==> config.mk <==
export PLATFORM = sky130hd
export DESIGN_NAME = mul_div_unit
export DESIGN_NICKNAME = d
export VERILOG_FILES = /design/src/rtl/cpu_pkg.sv /design/src/rtl/mul_div_datapath.sv /design/src/rtl/mul_div_unit.sv
export SDC_FILE = /design/constraint.sdc
export NUM_CORES = 1
export LEC_CHECK = 0
export CAP_MARGIN = 20
export CELL_PAD_IN_SITES_DETAIL_PLACEMENT = 0
export CELL_PAD_IN_SITES_GLOBAL_PLACEMENT = 1
export CORE_ASPECT_RATIO = 1.1
export CORE_MARGIN = 4
export CORE_UTILIZATION = 30
export CTS_BUF_LIST = sky130_fd_sc_hd__clkbuf_4
export CTS_CLUSTER_SIZE = 14
export DETAILED_ROUTE_END_ITERATION = 12
export PLACE_DENSITY_LB_ADDON = 0.1
export SETUP_SLACK_MARGIN = 0.02
export SYNTH_ARGS = -nofsm -noshare
export SYNTH_HDL_FRONTEND = slang
export SYNTH_SLANG_ARGS = --single-unit
==> constraint.sdc <==
create_clock -name Clock -period 4.1 [get_ports Clock]
set_input_delay 1.025 -clock Clock [delete_from_list [all_inputs] [get_ports Clock]]
set_output_delay 1.025 -clock Clock [all_outputs]
set_load 0.03 [all_outputs]
==> src/rtl/cpu_pkg.sv <==
// Shared constants and types for the 24-bit CPU execute-stage blocks.
package cpu_pkg;

  localparam int WIDTH      = 24;
  localparam int REG_ADDR_W = 4;

  localparam logic [1:0] OP_MUL  = 2'b00;
  localparam logic [1:0] OP_MULH = 2'b01;
  localparam logic [1:0] OP_DIV  = 2'b10;
  localparam logic [1:0] OP_REM  = 2'b11;

  typedef enum logic [1:0] {
    IDLE    = 2'd0,
    COMPUTE = 2'd1,
    DONE    = 2'd2
  } fsmStateT;

endpackage

==> src/rtl/mul_div_datapath.sv <==
// Shift-add multiplier and restoring divider sharing one 2*WIDTH accumulator.
// Multiply keeps {product_hi, multiplier}; divide keeps {remainder, quotient}.
module mul_div_datapath
  import cpu_pkg::*;
#(
  parameter int W = WIDTH
) (
  input  logic         clock,
  input  logic         reset,
  input  logic         load,
  input  logic         step,
  input  logic         finish,
  input  logic [1:0]   opIn,
  input  logic [W-1:0] operandA,
  input  logic [W-1:0] operandB,
  output logic [W-1:0] result
);

  logic [2*W-1:0] acc;
  logic [2*W-1:0] accNext;
  logic [2*W-1:0] mulNext;
  logic [2*W-1:0] divNext;
  logic [W-1:0]   aQ;
  logic [W-1:0]   bQ;
  logic [1:0]     opQ;
  logic [W:0]     sum;
  logic [W:0]     remShift;
  logic [W:0]     diff;
  logic           fits;
  logic [W-1:0]   selResult;

  always_comb begin
    sum      = {1'b0, acc[2*W-1:W]} + (acc[0] ? {1'b0, aQ} : '0);
    mulNext  = {sum, acc[W-1:1]};
    // The remainder can briefly need W+1 bits after the shift, before subtraction.
    remShift = acc[2*W-1:W-1];
    fits     = (remShift >= {1'b0, bQ});
    diff     = remShift - {1'b0, bQ};
    divNext  = fits ? {diff[W-1:0], acc[W-2:0], 1'b1}
                    : {remShift[W-1:0], acc[W-2:0], 1'b0};
    accNext  = opQ[1] ? divNext : mulNext;
  end

  always_comb begin
    selResult = accNext[W-1:0];
    case (opQ)
      OP_MUL:  selResult = accNext[W-1:0];
      OP_MULH: selResult = accNext[2*W-1:W];
      OP_DIV:  selResult = accNext[W-1:0];
      OP_REM:  selResult = accNext[2*W-1:W];
      default: selResult = accNext[W-1:0];
    endcase
  end

  always_ff @(posedge clock) begin
    if (reset) begin
      acc    <= '0;
      aQ     <= '0;
      bQ     <= '0;
      opQ    <= OP_MUL;
      result <= '0;
    end else begin
      if (load) begin
        aQ  <= operandA;
        bQ  <= operandB;
        opQ <= opIn;
        acc <= {{W{1'b0}}, (opIn[1] ? operandA : operandB)};
      end else if (step) begin
        acc <= accNext;
      end
      if (finish) begin
        result <= selResult;
      end
    end
  end

endmodule

==> src/rtl/mul_div_unit.sv <==
// Iterative unsigned multiply/divide unit with fixed WIDTH-cycle compute phase.
// Writes back {Result, ResultReg} with a one-cycle ResultWrite strobe.
module mul_div_unit
  import cpu_pkg::*;
#(
  parameter int WIDTH      = cpu_pkg::WIDTH,
  parameter int REG_ADDR_W = cpu_pkg::REG_ADDR_W
) (
  input  logic                  Clock,
  input  logic                  Reset,
  input  logic                  Start,
  input  logic [1:0]            Op,
  input  logic [WIDTH-1:0]      OperandA,
  input  logic [WIDTH-1:0]      OperandB,
  input  logic [REG_ADDR_W-1:0] DestReg,
  output logic                  Busy,
  output logic                  Done,
  output logic [WIDTH-1:0]      Result,
  output logic [REG_ADDR_W-1:0] ResultReg,
  output logic                  ResultWrite
);

  localparam int CNT_W = $clog2(WIDTH);

  fsmStateT              state;
  fsmStateT              stateNext;
  logic [CNT_W-1:0]      counter;
  logic [REG_ADDR_W-1:0] destQ;
  logic                  load;
  logic                  step;
  logic                  finish;

  always_comb begin
    stateNext = state;
    load      = 1'b0;
    step      = 1'b0;
    finish    = 1'b0;
    case (state)
      IDLE: begin
        if (Start) begin
          load      = 1'b1;
          stateNext = COMPUTE;
        end
      end
      COMPUTE: begin
        step = 1'b1;
        if (counter == '0) begin
          finish    = 1'b1;
          stateNext = DONE;
        end
      end
      DONE:    stateNext = IDLE;
      default: stateNext = IDLE;
    endcase
  end

  always_ff @(posedge Clock) begin
    if (Reset) begin
      state     <= IDLE;
      counter   <= '0;
      destQ     <= '0;
      ResultReg <= '0;
    end else begin
      state <= stateNext;
      if (load) begin
        counter <= CNT_W'(WIDTH - 1);
        destQ   <= DestReg;
      end else if (step && counter != '0) begin
        counter <= counter - 1'b1;
      end
      if (finish) begin
        ResultReg <= destQ;
      end
    end
  end

  assign Busy        = (state != IDLE);
  assign Done        = (state == DONE);
  assign ResultWrite = (state == DONE);

  mul_div_datapath #(.W(WIDTH)) uDatapath (
    .clock    (Clock),
    .reset    (Reset),
    .load     (load),
    .step     (step),
    .finish   (finish),
    .opIn     (Op),
    .operandA (OperandA),
    .operandB (OperandB),
    .result   (Result)
  );

endmodule

==> results of run 1 <==
-- critical path, cell delays in order, from the launching register on --
cell,delay [ns]
dfxtp_1,0.62
and2_1,0.26
ha_1,0.27
a211oi_1,0.32
o21ai_0,0.21
a211oi_1,0.52
a211o_1,0.29
a211oi_1,0.13
o21a_1,0.22
mux2_2,0.28
nor4_2,0.44
o21ai_1,0.13
-- routing by layer --
layer / part of all wire / vias to the layer above / track usage
met3: 0.042 / 20 / 0.0301
met5: 0 / - / 0
met2: 0.45 / 184 / 0.338
met1: 0.50 / 4387 / 0.312
met4: 0.0097 / 0 / 0.0411
li1: - / 4469 / -
-- flip-flops by register name (all words and copies together) (netlist names), 4 cells and up --
register and flops:
destQ 4, uDatapath.aQ 24, counter 5, uDatapath.result 24, uDatapath.bQ 24, uDatapath.acc 48, ResultReg 4
-- worst paths after layout --
kind,from,end,slack (ns),depth (start not counted)
max,uDatapath.acc[0],uDatapath.result[22],0.28,11
min reg2reg,uDatapath.aQ[1],uDatapath.aQ[1],0.46,2
max reg2reg,uDatapath.acc[0],uDatapath.result[22],0.28,11
min,uDatapath.aQ[1],uDatapath.aQ[1],0.46,2
-- layout make-up --
cell class                      instances  share of cell area
Multi-Input combinational cell        957               0.551
Sequential cell                       137               0.254
Timing Repair Buffer                  113              0.0980
Tap cell                              414              0.0479
Clock inverter                         15              0.0183
Inverter                               52              0.0181
Clock buffer                           17              0.0118
Antenna cell                            2            0.000463
-- cells by family (layout without fill, tap and decap cells) --
group / Yosys count / count (layout) / synth area share
buf+inv: 130 / 197 / 0.0573
mux: 65 / 65 / 0.0727
compound gates: 375 / 375 / 0.261
other cells: 0 / 2 / 0
flops: 137 / 137 / 0.298
simple gates: 432 / 432 / 0.208
xor+xnor: 33 / 33 / 0.0314
fa+ha+maj: 52 / 52 / 0.0723
-- Yosys cell counts, types with 3 or more instances --
cell / instances / area [sq um]
buf_6: 4 / 45.0
xor2_1: 11 / 96.3
nor3_1: 23 / 115
ha_1: 50 / 626
o21a_1: 12 / 90.1
buf_1: 3 / 11.3
a31oi_1: 17 / 106
a21boi_0: 3 / 22.5
nor2b_1: 7 / 43.8
a211oi_1: 35 / 263
o31a_1: 4 / 35.0
o211a_1: 4 / 40.0
nand4_1: 7 / 43.8
a21o_1: 16 / 120
o31ai_1: 7 / 52.6
and3_1: 9 / 56.3
nor4_1: 9 / 56.3
nand3_1: 18 / 90.1
xnor2_1: 22 / 193
o22ai_1: 4 / 25.0
o21ai_1: 5 / 25.0
nor2_1: 111 / 417
o211ai_1: 20 / 150
and2_1: 31 / 194
a311oi_1: 3 / 26.3
inv_1: 51 / 191
mux2i_1: 59 / 591
nand2_1: 191 / 717
mux2_2: 5 / 56.3
dfxtp_1: 137 / 2740
o21ai_0: 57 / 285
nand2b_1: 5 / 31.3
clkbuf_1: 67 / 251
a21oi_1: 143 / 716
a211o_1: 13 / 114
or3_1: 8 / 50.1
-- power by group through the flow --
stage / Clock, W / Sequential [W] / Combinational, W
final: 0.00107 / 0.00152 / 0.00143
after CTS: 0.00110 / 0.00152 / 0.00143
after global routing: 0.00115 / 0.00153 / 0.00157
after detailed placement: 0 / 0.00155 / 0.00143
after floorplan: 0 / 0.00152 / 0.000978
after global placement: 0 / 0.00155 / 0.00143
-- repair_timing --
item | 4_1_cts | 5_1_grt
resized for setup | 0 | 1
endpoints found under the setup margin | 0 | 2
endpoints found under the hold margin | 0 | 0
-- per-stage QoR --
stage | utilization | power [W] | setup WS, ns | std cells | hold slack (ns)
CTS | 0.356 | 0.00405 | 0.0276 | 1705 | 0.463
detailed placement | 0.345 | 0.00297 | 0.0666 | 1673 | 0.445
global route | 0.356 | 0.00425 | 0.0531 | 1707 | 0.482
floorplan | - | 0.00249 | 0.943 | 1224 | 0.432
global placement | 0.345 | 0.00298 | 0.0901 | 1673 | 0.441
finish | 0.356 | 0.00402 | 0.281 | 1707 | 0.462
==> flow_summary_export.csv, run 1 <==
group,metric,value,unit
power_and_ir_drop,seq_power_share,0.377,
sta,min_period,3.82,ns
finish,multi_input_area,5960,sq um
place,postPlaceCellArea,10500,sq um
cts,clk_latency,0.58,ns
power_and_ir_drop,p_leak,4.17,nW
worst_setup_path,critPathArrivalTime,4.27,ns
power_and_ir_drop,combPwrFrac,0.357,
detailed_routing,wl_per_cell,21.1,um
synthesis,synth_cell_types,71,
detailed_routing,vias_per_cell,5.31,
power_and_ir_drop,sw_frac_of_total,0.394,
synthesis,syn_inst,1224,
finish,fillers,3363,
synthesis,synth.net_count,1333,
synthesis,syn_avg_cell_area,7.52,sq um
place,detailed_place_hpwl,27.2,mm
sta,worst_pin_slew,0.982,ns
global_routing,grt_first_pass_wirelength,54.8,mm
synthesis,ys.flop_type,"dfxtp_1",
cts,post_cts_buffers,0,
floorplanning,io_pins,88,
place,numPortBuffers,87,
cts,clk_root_buffer_cell,"clkbuf_4",
global_routing,antenna_found_initial,2,
cts,clkTransAtPathRegs,0.13,ns
worst_setup_path,end_kind,"flop",
sta,rsz0062_at_grt,"false",
power_and_ir_drop,switchingPower,0.00158,W
floorplanning,die_height,192,um
worst_setup_path,required,4.55,ns
detailed_routing,drt-initial-drc-count,564,
finish,drive_above_1_share,0.0635,
sta,slew_headroom,0.344,
cts,cts_buffer_depth,2,
detailed_routing,drc_errors,0,
finish,stdcell_area,10800,sq um
sta,period_share,0.931,
global_routing,grt_max_degree,61,
floorplanning,initial_core_util,0.303,
sta,hold_viol_final,0,
floorplanning,core-area,30300,sq um
synthesis,synth_edf_count,0,
floorplanning,die_w,175,um
cts,cts_tree,"built",
global_routing,grt_pass1_vias,8886,
finish,mostFrequentLayoutCells,"190 x nand2_1, 143 x a21oi_1, 136 x dfxtp_1",
synthesis,ys_seq_elements,137,
finish,layout_commonest_cell,"nand2_1",
sta,setup_viol,0,
finish,final_nets,1387,
sta,finClkSkew,0.0202,ns
power_and_ir_drop,p_per_area,372,nW/um^2
finish,seq_area,2750,sq um
detailed_routing,wl,36.0,mm
floorplanning,dieArea,33600,sq um
worst_setup_path,crit_path_max_fanout,14,
worst_setup_path,critPathKind,"flop to flop",
synthesis,synth_warnings,0,
power_and_ir_drop,pwr-share-clk,0.266,
cts,cts.sinks,137,
sta,slew_viol_final,0,
synthesis,yosysSeqAreaShare,0.298,
finish,area_delta_synth_final,17.4,%
power_and_ir_drop,ir_worst_vdd,0.224,mV
global_routing,overflow,0,
worst_setup_path,worstSetupStartpointType,"flop",
min_path,hold_class,"flop to flop",
cts,hold_buffers,0,
global_routing,grt.total_usage,0.214,
detailed_routing,postRouteAntennaNets,0,
cts,htreeDepth,4,
floorplanning,rows,67,
place,gp_congestion,0.877,
synthesis,syn_area,9210,sq um
sta,finalSetupTns,0,ns
sta,max_freq,0.262,GHz
run_status,outcome,"finished, final reports clean",
detailed_routing,vias,9060,
flow_run,maxCapViolations,0,
detailed_routing,drt_first_pass_iters,5,
power_and_ir_drop,p_int,0.00244,W
cts,cts_buffers,17,
synthesis,synth-async-reset-ratio,0,
Note: power is estimated with default switching activity, not from simulation.
==> run 2: changes to the inputs <==
Settings changed: CAP_MARGIN 20 to default.
==> results of run 2 <==
No change in the layout: final DEF, timing and power equal those of run 1.
==> run 3: changes to the inputs <==
Settings changed: CAP_MARGIN from default to 5, CTS_CLUSTER_DIAMETER from default to 30.
==> results of run 3 <==
No change in the layout: final DEF, timing and power equal those of run 1.
==> patch 1: new RTL, flow settings as in run 2 <==
The 3 states of `fsmStateT` get a one-hot encoding in 3 bits.
--- a/src/rtl/cpu_pkg.sv
+++ b/src/rtl/cpu_pkg.sv
@@ -9,10 +9,10 @@
   localparam logic [1:0] OP_DIV  = 2'b10;
   localparam logic [1:0] OP_REM  = 2'b11;
 
-  typedef enum logic [1:0] {
-    IDLE    = 2'd0,
-    COMPUTE = 2'd1,
-    DONE    = 2'd2
+  typedef enum logic [2:0] {
+    IDLE    = 3'b001,
+    COMPUTE = 3'b010,
+    DONE    = 3'b100
   } fsmStateT;
 
 endpackage
Behaviour: same outputs for any inputs over 10 cycles, from zero or initial values and one cycle with Reset high; not proved beyond that.
==> patch 1 against run 2 <==
Total power shrank 13%; sequential power decreased by 3%; maximum frequency grew 0.41%; routed wire length down 7.6%; count of clock-buffer cells in the layout is 1 higher; final area decreased by 2.0%; largest power group unchanged; clock power grew 8%; setup slack gained 0.016 ns; sequential cell count is 1 higher; area after synthesis fell by 2.6%; via count fell by 6.1%; die area shrank 2.4%.
==> patch 1: results (changes against run 2) <==
Run status
  • Status: complete, no violations

Min path
  • Min-delay src: uDatapath.aQ[8]

Setup path
  • CP max stage delay: 0.52 ns (-0.10 ns)
  • Critical Path Slowest Stage Cell: a311oi_1
  • Crit path DAT: 4.31 ns (+0.04 ns)
  • Depth of the most critical reg-to-reg path: 12 (+1)
  • R2R Path End: uDatapath.result[21]

Drt
  • WL/cell: 20.8 um (-1.4%)
  • WL met1: 17100 um (-5.3%)
  • Detailed Route Iter0 Violations: 817 (+45%)
  • Via count: 8509 (-6.1%)
  • Met3 wire length: 1090 um (-28%)

Global routing
  • First-pass GRT wire length: 50900 um (-7.1%)
  • Largest net degree at the start of global routing: 63 (+3.3%)
  • GR met3 Demand/Resource: 0.0258 (-0.00436)
  • M1 GR Usage: 0.299 (-0.0131)
  • Vias in the first global route: 8443 (-5.0%)

Timing
  • Clock Skews: 0.0151 ns (-0.00510 ns)
  • Least-Margin Pin Slew: 0.906 ns (-0.0766 ns)

Logic synthesis
  • Post-synthesis mux area share: 0.0887 (+0.0160)
  • Post-Synth Adder-Cell Area: 0.0742 (+0.00190)
  • Largest cells by area after synthesis: dfxtp_1, nand2_1, a21oi_1
  • Synth Area in XOR/XNOR: 0.0371 (+0.00570)
  • Synth Area in Compound Gates: 0.251 (-0.00921)
  • Synth unique cells: 76 (+7.0%)

Finish
  • Final Instance Count excl. Fillers: 1599 (-6.3%)
  • Nets@finish: 1321 (-4.8%)
  • Share of post-route cells with drive strength above 1: 0.0842 (+0.0206)

Power
  • Total power draw: 3.49 mW (-13%)
  • Total internal power: 2.35 mW (-3.4%)
  • Clock share of power: 0.331 (+0.065)
  • Power share of the combinational group: 0.245 (-0.112)

Placed design
  • Cell Area, Placed: 0.0102 mm^2 (-2.4%)
  • Place WS: 0.378 ns (+0.311 ns)
  • GP Congestion: 0.822 (-6.3%)
  • Hpwl dp: 24900 um (-8.7%)
[patch 1: cell types whose count changed after synthesis, moves of 9 or more]
cell,run 2,this run
nor2_1,111,71
mux2i_1,59,48
mux2_2,5,20
o21ai_0,57,47
a211o_1,13,4
clkbuf_1,67,50
nand2_1,191,207
[patch 1: cell type report]
class,count,area [um^2]
repair buffers,111,1050
well taps,374,468
diodes,1,2.50
fillers,3198,19000
clock inverters,13,225
flip-flops and latches,138,2760
clock buffers,18,135
multi-input cells,898,5770
inverters,46,173
[patch 1: how the worst max path moves through the flow]
stage | cells past startpoint | from | to
5_1_grt | 12 | uDatapath.acc[0] | uDatapath.result[21]
2_1_floorplan | 13 | uDatapath.acc[0] | uDatapath.result[21]
3_3_place_gp | 12 | uDatapath.acc[0] | uDatapath.result[21]
6_report | 12 | uDatapath.acc[0] | uDatapath.result[21]
3_5_place_dp | 12 | uDatapath.acc[0] | uDatapath.result[21]
4_1_cts | 12 | uDatapath.acc[0] | uDatapath.result[21]
==> patch 2: new RTL, config.mk and constraints of run 2 <==
Made on the original files. Set the package constant `REG_ADDR_W` to 6 (it was 4).
--- a/src/rtl/cpu_pkg.sv
+++ b/src/rtl/cpu_pkg.sv
@@ -2,7 +2,7 @@
 package cpu_pkg;
 
   localparam int WIDTH      = 24;
-  localparam int REG_ADDR_W = 4;
+  localparam int REG_ADDR_W = 6;
 
   localparam logic [1:0] OP_MUL  = 2'b00;
   localparam logic [1:0] OP_MULH = 2'b01;
Interface: changed (resized DestReg and ResultReg); port bits go from 88 to 92. No check against the original RTL was run, so the function may have changed too.
==> patch 2 against run 2 <==
Non-clock buffer count shrank 3; setup slack gained 0.11 ns; routed wire length shrank 4.3%; utilization grew 0.33 points; area after synthesis shrank 0.19%; final area shrank 0.58%; sequential cell count grew 4; total power grew 0.35%; global-route usage shrank 0.91 points; critical path type unchanged.
==> patch 2: results (changes against run 2) <==
Logic synthesis
  • Largest cells by area after synthesis: dfxtp_1, a21oi_1, nand2_1
  • Synth cell count leaders: nand2_1, a21oi_1, dfxtp_1
  • Synthesized net count: 1320 (-0.98%)
  • Ys Warns: 0 (unchanged)
  • Syn_area_per_cell: 7.60 um^2 (+1.0%)
  • Async S/R FF share, synth: 0 (unchanged)
  • Synth unique cells: 70 (-1.4%)
  • Post-synthesis sequential area ratio: 0.307 (+0.00928)

Setup path
  • CP Max Fanout: 14 (unchanged)
  • Critical Path Slowest Stage Cell: dfxtp_1
  • CP max stage delay: 0.48 ns (-0.14 ns)
  • Crit. End Element: register

Power
  • Sw Ratio: 0.394 (+0.000795)
  • Sequential share of power: 0.390 (+0.013)
  • Leakage: 4.17 nW (-0.11%)
  • Peak VDD IR: 0.164 mV (-27%)
  • Comb. pwr: 1.44 mW
  • PD cells: 376 mW/mm^2 (+0.93%)

Placed design
  • Cell Area, Placed: 0.0104 mm^2 (-0.32%)
  • Hpwl dp: 25500 um (-6.3%)
  • GP Congestion: 0.865 (-1.3%)
  • Place WS: 0.411 ns (+0.345 ns)
  • Port bufs: 91 (+4.6%)
  • Dpl cells: 1646 (-1.6%)

Finish
  • Filler Cell Count: 3304 (-1.8%)
  • Number of flip-flops in the largest register: 48 (unchanged)
  • Largest reg by FF count: uDatapath.acc
  • Share of post-route cells with drive strength above 1: 0.0630 (-0.000525)
  • Nets@finish: 1368 (-1.4%)

Global routing
  • Initial antenna violation count: 1 (-1)
  • First-pass GRT wire length: 52700 um (-3.7%)
  • Total GRT Usage: 0.204 (-0.00907)
  • Largest net degree at the start of global routing: 80 (+31%)
  • Vias in the first global route: 8703 (-2.1%)

Run status
  • Status: complete, no violations

Clocking
  • CTS Buf Count: 17 (unchanged)
  • Worst-skew pair later-pin latency: 0.59 ns
  • Clk slew on worst S/H paths: 0.14 ns
  • Root buffer cell: clkbuf_4
  • CTS H-tree depth: 4 (unchanged)
  • Clock Path Buffers: 2 (unchanged)
  • Setup Buffers After CTS: 0 (unchanged)
  • CTS resizes: 0 (unchanged)
  • CTS Hold Bufs: 0 (unchanged)

Min path
  • Hold Crit Class: register to register

Drt
  • WL final: 34500 um (-4.3%)
  • Number of detailed-route iterations in the first pass: 5 (unchanged)
  • Via count: 8830 (-2.5%)
  • WL/cell: 20.5 um (-2.7%)
  • Detailed Route Iter0 Violations: 664 (+18%)

Timing
  • Clock Skews: 0.0280 ns (+0.00787 ns)
  • Least-Margin Pin Slew: 0.915 ns (-0.0676 ns)
[patch 2: cell count changes in the layout (fill, tap and decap cells not counted), moves of 9 or more]
cell	delta
nor2_1	-24
a21oi_1	+23
inv_1	-14
o21ai_0	+14
o211ai_1	-10
nand2_1	+9
[patch 2: area by class of cell]
class	instances	area, um^2	area share
multi-input combinational	949	5900	0.549
sequential	141	2820	0.263
timing repair buffer	110	1060	0.0985
tap	408	510	0.0475
clock inverter	14	168	0.0156
inverter	38	143	0.0133
clock buffer	18	135	0.0126
antenna	2	5.00	0.000466
[patch 2: critical path: cells and delay by family (launching register included)]
| kind | cells | cell delay (ns) |
|---|---|---|
| AOI/OAI and AO/OA | 7 | 1.69 |
| xor gates and xnor gates | 1 | 0.10 |
| adders and majority gates | 2 | 0.67 |
| DFF | 1 | 0.48 |
| muxes | 1 | 0.47 |
| and+or+nand+nor | 1 | 0.22 |
[patch 2: final timing paths]
| path | startpoint | end | slack, ns | cells after the start |
|---|---|---|---|---|
| worst max-delay path | uDatapath.acc[0] | uDatapath.result[19] | 0.39 | 12 |
| worst min-delay path | destQ[1] | ResultReg[1] | 0.46 | 2 |
| worst max register to register | uDatapath.acc[0] | uDatapath.result[19] | 0.39 | 12 |
| worst min register to register | destQ[1] | ResultReg[1] | 0.46 | 2 |
[patch 2: cells by family after synthesis]
logic type,count (synthesis),share of synthesized area
compound gates,384,0.257
fa+ha+maj,52,0.0724
buf+inv,119,0.0530
flops,141,0.307
xor+xnor,42,0.0400
simple gates,403,0.193
mux,68,0.0773
[patch 2: layer usage]
layer  vias up  global-route usage  wire, um
met2       189               0.321     15200
met1      4210               0.297     17500
met5         -                   0         0
met3        30              0.0285      1280
met4         0              0.0481       516
li1       4401                   -         -
